$ cat src/rtl/cfg_fabric.sv
// cfg_fabric: splits one Avalon-MM config slave port across NUM_SLAVES
// downstream config slaves by decoding the upper address bits.
//
// Writes go straight through to the selected slave. Reads are tracked so that
// responses come back in order. A read to a different slave waits until every
// outstanding read has been answered. Slave responses that nothing is waiting
// for are dropped and counted.
//
// Optional feature macro: CFG_FABRIC_TIMEOUT_EN
//   defined   - read watchdog and FLUSH state are built in.
//   undefined - no watchdog; reads wait indefinitely; timeout_count reads 0.
//
// Ports:
//   clk, reset                   clock, asynchronous active-high reset
//   avs_config_*                 upstream slave port (from the HPS config master)
//   avm_cfg_address              per-slave local address, ADDR_W-SEL_W bits each
//   avm_cfg_read/write           per-slave strobes
//   avm_cfg_writedata            write data, broadcast to all slaves
//   avm_cfg_waitrequest          per-slave stall
//   avm_cfg_readdata/valid       per-slave read response
//   timeout_count, drop_count    saturating event counters
//
// state | meaning
// IDLE  | no reads outstanding
// BUSY  | reads outstanding to slave cur_sel
// FLUSH | watchdog fired; returning ERR_DATA for each outstanding read
module cfg_fabric #(
    parameter int                NUM_SLAVES = 2,
    parameter int                ADDR_W     = 16,
    parameter int                SEL_W      = 4,
    parameter int                DATA_W     = 32,
    parameter int                MAX_PEND   = 4,
    parameter int                TIMEOUT    = 255,
    parameter logic [DATA_W-1:0] ERR_DATA   = DATA_W'(32'hBAD0_0000)
) (
    input  logic                                   clk,
    input  logic                                   reset,
    input  logic [ADDR_W-1:0]                      avs_config_address,
    input  logic                                   avs_config_read,
    input  logic                                   avs_config_write,
    input  logic [DATA_W-1:0]                      avs_config_writedata,
    output logic                                   avs_config_waitrequest,
    output logic [DATA_W-1:0]                      avs_config_readdata,
    output logic                                   avs_config_readdatavalid,
    output logic [NUM_SLAVES*(ADDR_W-SEL_W)-1:0]   avm_cfg_address,
    output logic [NUM_SLAVES-1:0]                  avm_cfg_read,
    output logic [NUM_SLAVES-1:0]                  avm_cfg_write,
    output logic [DATA_W-1:0]                      avm_cfg_writedata,
    input  logic [NUM_SLAVES-1:0]                  avm_cfg_waitrequest,
    input  logic [NUM_SLAVES*DATA_W-1:0]           avm_cfg_readdata,
    input  logic [NUM_SLAVES-1:0]                  avm_cfg_readdatavalid,
    output logic [7:0]                             timeout_count,
    output logic [7:0]                             drop_count
);
    localparam int LOC_W  = ADDR_W - SEL_W;
    localparam int PEND_W = $clog2(MAX_PEND + 1);

    typedef enum logic [1:0] {IDLE, BUSY, FLUSH} state_t;

    state_t              state, next_state;
    logic [PEND_W-1:0]   pend_cnt;
    logic [SEL_W-1:0]    cur_sel;
    logic                rdv_q;
    logic [DATA_W-1:0]   rdata_q;
    logic [7:0]          drop_cnt;

    logic [SEL_W-1:0]    sel;
    logic [LOC_W-1:0]    loc_addr;
    logic                dec_err;
    logic                rd;
    logic                rd_stall;
    logic                slv_wait;
    logic                cur_rdv;
    logic [DATA_W-1:0]   cur_rdata;
    logic                resp_ok;
    logic                flush_resp;
    logic                pend_dec;
    logic                issue;
    logic                slv_issue;
    logic                err_issue;
    logic                drop_any;
    logic                wd_fire;

    assign sel      = avs_config_address[ADDR_W-1 -: SEL_W];
    assign loc_addr = avs_config_address[LOC_W-1:0];
    assign dec_err  = (int'(sel) >= NUM_SLAVES);
    // A simultaneous write takes priority; the read is ignored entirely.
    assign rd       = avs_config_read & ~avs_config_write;

    // A decode-error read is never a cur_sel match, so it also waits for pend_cnt==0.
    assign rd_stall = (pend_cnt == PEND_W'(MAX_PEND))
                    || ((pend_cnt != '0) && (sel != cur_sel))
                    || (state == FLUSH);

    always_comb begin
        slv_wait  = 1'b0;
        cur_rdv   = 1'b0;
        cur_rdata = '0;
        for (int i = 0; i < NUM_SLAVES; i++) begin
            if (sel == SEL_W'(i)) slv_wait = avm_cfg_waitrequest[i];
            if (cur_sel == SEL_W'(i)) begin
                cur_rdv   = avm_cfg_readdatavalid[i];
                cur_rdata = avm_cfg_readdata[i*DATA_W +: DATA_W];
            end
        end
    end

    assign resp_ok    = cur_rdv && (pend_cnt != '0) && (state != FLUSH);
    assign flush_resp = (state == FLUSH);
    assign pend_dec   = resp_ok | flush_resp;

    assign issue     = rd & ~rd_stall & (dec_err | ~slv_wait);
    assign slv_issue = issue & ~dec_err;
    // Decode-error reads are answered at the issue edge, so they never occupy pend_cnt.
    assign err_issue = issue & dec_err;

    always_comb begin
        drop_any = 1'b0;
        for (int i = 0; i < NUM_SLAVES; i++) begin
            if (avm_cfg_readdatavalid[i] && !(resp_ok && (cur_sel == SEL_W'(i))))
                drop_any = 1'b1;
        end
    end

    always_comb begin
        avm_cfg_read  = '0;
        avm_cfg_write = '0;
        for (int i = 0; i < NUM_SLAVES; i++) begin
            if (sel == SEL_W'(i)) begin
                avm_cfg_write[i] = avs_config_write;
                avm_cfg_read[i]  = rd & ~rd_stall;
            end
        end
    end

    always_comb begin
        if (rd && rd_stall)
            avs_config_waitrequest = 1'b1;
        else if (dec_err)
            avs_config_waitrequest = 1'b0;
        else
            avs_config_waitrequest = slv_wait;
    end

    assign avm_cfg_address   = {NUM_SLAVES{loc_addr}};
    assign avm_cfg_writedata = avs_config_writedata;

    always_ff @(posedge clk or posedge reset) begin
        if (reset) state <= IDLE;
        else       state <= next_state;
    end

    always_comb begin
        next_state = state;
        case (state)
            IDLE:    if (slv_issue) next_state = BUSY;
            BUSY:    if (wd_fire)
                         next_state = FLUSH;
                     else if ((pend_cnt == PEND_W'(1)) && pend_dec && !slv_issue)
                         next_state = IDLE;
            FLUSH:   if (pend_cnt == PEND_W'(1)) next_state = IDLE;
            default: next_state = IDLE;
        endcase
    end

    always_ff @(posedge clk or posedge reset) begin
        if (reset) begin
            pend_cnt <= '0;
            cur_sel  <= '0;
            rdv_q    <= 1'b0;
            rdata_q  <= '0;
            drop_cnt <= '0;
        end else begin
            if (slv_issue) cur_sel <= sel;
            if (slv_issue && !pend_dec)
                pend_cnt <= pend_cnt + PEND_W'(1);
            else if (!slv_issue && pend_dec)
                pend_cnt <= pend_cnt - PEND_W'(1);
            rdv_q <= resp_ok | flush_resp | err_issue;
            if (resp_ok)
                rdata_q <= cur_rdata;
            else if (flush_resp || err_issue)
                rdata_q <= ERR_DATA;
            if (drop_any && (drop_cnt != 8'hFF))
                drop_cnt <= drop_cnt + 8'd1;
        end
    end

    assign avs_config_readdatavalid = rdv_q;
    assign avs_config_readdata      = rdata_q;
    assign drop_count               = drop_cnt;

`ifdef CFG_FABRIC_TIMEOUT_EN
    localparam int WD_W = $clog2(TIMEOUT + 1);

    logic [WD_W-1:0] wd_cnt;
    logic [7:0]      timeout_cnt;

    // Fires on the TIMEOUT-th consecutive BUSY cycle without issue or response.
    assign wd_fire = (state == BUSY) && !slv_issue && !resp_ok
                   && (wd_cnt == WD_W'(TIMEOUT - 1));

    always_ff @(posedge clk or posedge reset) begin
        if (reset) begin
            wd_cnt      <= '0;
            timeout_cnt <= '0;
        end else begin
            if (slv_issue || resp_ok || (state != BUSY))
                wd_cnt <= '0;
            else
                wd_cnt <= wd_cnt + WD_W'(1);
            if (wd_fire && (timeout_cnt != 8'hFF))
                timeout_cnt <= timeout_cnt + 8'd1;
        end
    end

    assign timeout_count = timeout_cnt;
`else
    logic unused_timeout;
    assign unused_timeout = ^TIMEOUT;
    assign wd_fire        = 1'b0;
    assign timeout_count  = '0;
`endif

endmodule

$ cat config.mk
export PLATFORM = sky130hd
export DESIGN_NAME = cfg_fabric
export DESIGN_NICKNAME = d
export VERILOG_FILES = /design/src/rtl/cfg_fabric.sv
export SDC_FILE = /design/constraint.sdc
export NUM_CORES = 1
export LEC_CHECK = 0
export ABC_AREA = 1
export CORE_MARGIN = 2
export CORE_UTILIZATION = 37
export CTS_CLUSTER_SIZE = 12
export DETAILED_ROUTE_END_ITERATION = 7
export PLACE_DENSITY = 0.85
export SLEW_MARGIN = 20
export SYNTH_ARGS = -nofsm -noshare
export SYNTH_HDL_FRONTEND = slang
export SYNTH_SLANG_ARGS = --single-unit
$ cat constraint.sdc
create_clock -name clk -period 5.13 [get_ports clk]
set_input_delay 1.026 -clock clk [delete_from_list [all_inputs] [get_ports clk]]
set_output_delay 1.026 -clock clk [all_outputs]
set_load 0.02 [all_outputs]
# Yosys cells after proc, flatten, opt, wreduce, memory -nomap -nowiden
# Cells that the tools add are included.
# classes
addsub,3
n_lt_le_gt_ge,1
eq_ne,12
mux,22
n_bitwise,12
reduce_logical,27
# op_table
op,count
$mux 32,4
$logic_and 1x1->1,13
$mux 1,12
$add 8x1->8 const B,1
$eq 4x1->1 const B,2
$logic_not 4->1,2
$ne 8x8->1 const B,1
$mux 2,3
$mux 3,2
$ne 2x2->1 const B,3
$pmux 2 s3,1
$and 1x1->1,5
$ge 4x2->1 const B,1
$logic_not 1->1,4
$ne 4x4->1,1
$not 1->1,4
$reduce_bool 2->1,2
$add 3x1->3 const B,1
$eq 3x1->1 const B,1
$eq 3x3->1 const B,1
$logic_or 1x1->1,3
$or 1x1->1,3
$reduce_and 3->1,1
$reduce_bool 3->1,1
5 further kinds,5
# word_totals
register_bits,50
input_bits,120
output_inout_bits,110
elab_cells,83

# Depth between registers and ports, before layout
# logic_depth
depth_word,12
ltp_mapped,14
mapped_depth_nobuf,14

# Least setup slack after synthesis
# No wires, ideal clock.
# synth_timing
path_type,input port to output port
start,input avs_config_address[13]
end,output avs_config_waitrequest
arrival_time_ps,1867
required_ps,4104
slack_ps,2237
cell_stages,7
path_buffers,0
cell_sequence,inv_1 > nand2_1 > nand2_1 > nor2_1 > nand3_2 > nand2_2 > o21ai_0
# synth_between
elab_chain_cells,6
word_cells_on_any_way,12
classes_between,1 x order compare; 2 x eq/ne; 4 x mux; 5 x reduce/logical
# synth_rtl
item,line,source
start: declaration,38,"input logic [ADDR_W-1:0] avs_config_address,"
"parallel branches: the longest is 5 deep, another holds $ge 4x2->1",n/a,
$mux 1 *,137,if (rd && rd_stall)
end: declaration,42,"output logic avs_config_waitrequest,"
# Mark *: on every way between the ends.

# Worst setup path in the final report
# layout_timing
start,input avs_config_address[12]
end,output avm_cfg_read[0]
# layout_between
elab_chain_cells,7
word_cells_on_any_way,8
classes_between,1 x eq/ne; 1 x mux; 2 x bitwise; 4 x reduce/logical
# layout_rtl
item,line,source
$ne 4x4->1,92,|| ((pend_cnt != '0) && (sel != cur_sel))
$logic_and 1x1->1,92,
$logic_or 1x1->1,92,
$logic_or 1x1->1,93,|| (state == FLUSH);
$not 1->1,131,avm_cfg_read[i] = rd & ~rd_stall;
$and 1x1->1,131,
$mux 1 *,129,if (sel == SEL_W'(i)) begin
end: declaration,46,"output logic [NUM_SLAVES-1:0] avm_cfg_read,"
# Mark *: on every way between the ends. The rest lies on a longest branch, timed or not.

==> results.txt <==
- The via count of the first global-routing pass was between 2000 and 2500.
- Y dimension of the die: 94.8 µm
- For the final database, setup skew stands at 0.00838 ns.
- The floorplan has 33 rows.
* Post-route total power: around 2 mW
- Overall via count from detail_route: approximately 2600
- Combinational cells account for 54.8% of the total power.
- Async S/R FF share, synth: 100%
- Setup violations remaining at the end of the flow were counted as 0.
- The analysis attributes to cell leakage a power of 1.84 nW.
* Die area: 8990 µm²
* Maximum fanout along the worst path: 4
* Number of failing hold endpoints at the final stage: 0
* Net load switching power: 824 µW
- Vias/cell: about 4.8
* DP HPWL: 5.60 mm
- No sink is reached through more buffers than the 2 on the longest clock path.
- Final wirelength: 7.58 mm
* Antenna-violating nets left: 0
- Number of flops mapped to enable cells by yosys: 0
- Antenna diode count: 0
* Post-synthesis average cell area: 8.09 µm²
- TritonCTS built the clock tree.
- Total Negative Setup Slacks: 0 ns
* Post-synthesis cell area: 3050 µm²
- Post-route standard cell area excluding fillers: a little under 4000 µm²
* Worst EP required: roughly 4.1 ns
- The region available for standard cell placement spans 8090 µm².
- The tree is rooted in a clkbuf_8.
* Number of violations of the max-capacitance limit: 0
* Count of pins on the block boundary: 230
- Final period demand of the worst path: a little under 4 ns
- The biggest area contributor in the post-synthesis netlist is dfrtp_1.
* Area share of the largest cell type after synthesis: 39.4%
- The share of the Yosys chip area taken by registers is 39.4%.
* Quantity of hold-fixing buffers added after cts: 0
- Initial antenna violation count: 0
* Clock latency at the later pin of the worst-skew pair: 0.29 ns
- Part of the cycle the worst path needs: 76.6%
- At the placement stage, the worst setup path has a slack of 1.24 ns.
- Cells taking the most area after synthesis: dfrtp_1 39%, buf_4 16%, nand2_1 13%
* Critical path start-end classification: in2out
- Once the floorplan was initialized, standard cells occupied 37.7% of the core.
- Post-CTS setup buffer count: 0
- The Yosys step of the flow raised 0 warnings.
- Total track usage: 16.5%
* Largest net degree at the start of global routing: just under 50
- Max Freq: 254 MHz
- Synthesized instance count: 377
* Final WS setup: 1.20 ns
* Depth of the CTS H-tree: 2
- Internal power: 1.15 mW
- Per report_power, the sequential group accounts for 33.5% of the total.
- Number of clock buffers inserted by TritonCTS: 5
- Final count of pins violating max slew: 0
- Clock slew at reported path FFs: 0.09 ns
- Ranked by instance count, the synthesized netlist is headed by 104 x nand2_1, 66 x buf_4, 50 x nand3_1, 48 x dfrtp_1, 24 x a22o_1.
* First-pass GRT wire length: 11.6 mm
- Floorplan die width: 94.8 µm
- Fillers: 764
* Iteration-0 DRC Markers: 63
- Number of detailed-route iterations in the first pass: 5
- Post-CTS resize count: 0
- Cells with a size suffix above 1 make up under 10% of the layout.
- Outcome: complete, no violations
* RSZ-0062 raised after global routing: false
- For this run, the post-layout net count is around 560.
- For this run, the leading register cell type out of synthesis is dfrtp_1.
- Type of origin of the critical path: input pin
- The clock drives 48 sinks.
- Fraction of power spent switching nets: roughly two fifths
- Counting distinct cell types in the post-synthesis netlist gives 23.
- Yosys reg bits: 48
* Worst supply voltage drop on vdd: 0.176 mV
* Critical path endpoint category: output port
- Total of buffers placed on input and output ports: between 100 and 150
- Grt ovf: 0
- Area added between synthesis and finish: 28.9%
* Last weighted congestion value of the routability-driven placer: 0.882
- Crit path DAT: 2.90 ns
- Worst min path class: reg2reg
- Power per Cell Area: between 500 and 600 nW/µm²
- Worst-margin pin slew: 1.13 ns
- Number of remaining DRC errors: 0
* Total cell area at the placement stage: 3840 µm²
* Post-DR wirelength/cell: 14.0 µm
- Headroom to the max-slew limit came out at 24.7%.
* Share of power burned in the clock network: 11.7%
- nand2_1 is the most common cell in the netlist.
## layer usage
layer | GRT usage [%] | share of wire [%]
met1 | 19.5 | 41
met2 | 29.2 | 49
met3 | 3.83 | 7.6
met4 | 6.04 | 1.9
met5 | 0 | 0
## layout make-up
type / count / area (µm²) / share of cell area [%]
repair buffers: 122 / 1220 / 31.0
inverters: 24 / 91.3 / 2.32
flip-flops and latches: 48 / 1200 / 30.5
multi-input cells: 233 / 1200 / 30.5
clock buffers: 8 / 90.1 / 2.29
well taps: 105 / 131 / 3.34
## sequential cells by signal, summed over array words and instances, names as in the netlist
name,flops
avs_config_readdata,32
avs_config_readdatavalid,1
cur_sel,4
drop_count,8
pend_cnt,3
## cell families (layout without fill, tap and decap cells)
kind of cell               count (synthesis)  count (layout)  share of synthesized area (%)
DFF                                       48              48                           39.4
xor gates and xnor gates                  10              10                           2.87
buffers and inverters                    103             154                           22.1
AOI/OAI and AO/OA                         33              33                           8.61
other                                      1               8                          0.123
and+or+nand+nor                          179             179                           25.4
adders and majority gates                  3               3                           1.48
## through the flow
step / hold WS, ns / util, % / instances
after floorplan: 0.447 / - / 384
after global placement: 0.464 / 47.5 / 532
after detailed placement: 0.464 / 47.5 / 532
after CTS: 0.483 / 48.6 / 540
after global routing: 0.508 / 48.6 / 540
final: 0.487 / 48.6 / 540
## layout by cell type (no fill, tap or decap), types with 3 or more instances in the layout
master           count
clkdlybuf4s50_1    121
nand2_1            104
nand3_1             50
dfrtp_1             48
a22o_1              24
inv_1               20
nor2_1              16
conb_1               8
xnor2_1              7
clkbuf_8             6
o21ai_0              5
nand2_2              3
nand4_1              3
xor2_1               3
a21oi_1              3
## final timing paths
path,start,to,slack (ns),cells after the start
worst max-delay path,avs_config_address[12],avm_cfg_read[0],1.20,10
worst min-delay path,pend_cnt[2],pend_cnt[2],0.49,1
worst max register to register,pend_cnt[0],pend_cnt[2],2.64,13
worst min register to register,pend_cnt[2],pend_cnt[2],0.49,1
max in group asynchronous,reset,avs_config_readdata[18],3.45,2
min in group asynchronous,reset,drop_count[3],1.18,2
## power by group through the flow
stage                     combinational (mW)  clock [mW]  sequential (mW)
final                                   1.08       0.231            0.660
after CTS                               1.10       0.241            0.660
after global routing                    1.18       0.258            0.680
after global placement                  1.06           0            0.657
after floorplan                        0.515           0            0.837
after detailed placement                1.09           0            0.667
## critical path: stages
cell and delay [ns]:
clkdlybuf4s50_1 0.55, inv_2 0.08, nand2_1 0.06, nand2_1 0.06, nor2_2 0.09, nand3_2 0.10
a21oi_1 0.14, inv_1 0.07, nor2_1 0.11, clkdlybuf4s50_1 0.62
Note: power is estimated with default switching activity, not from simulation.
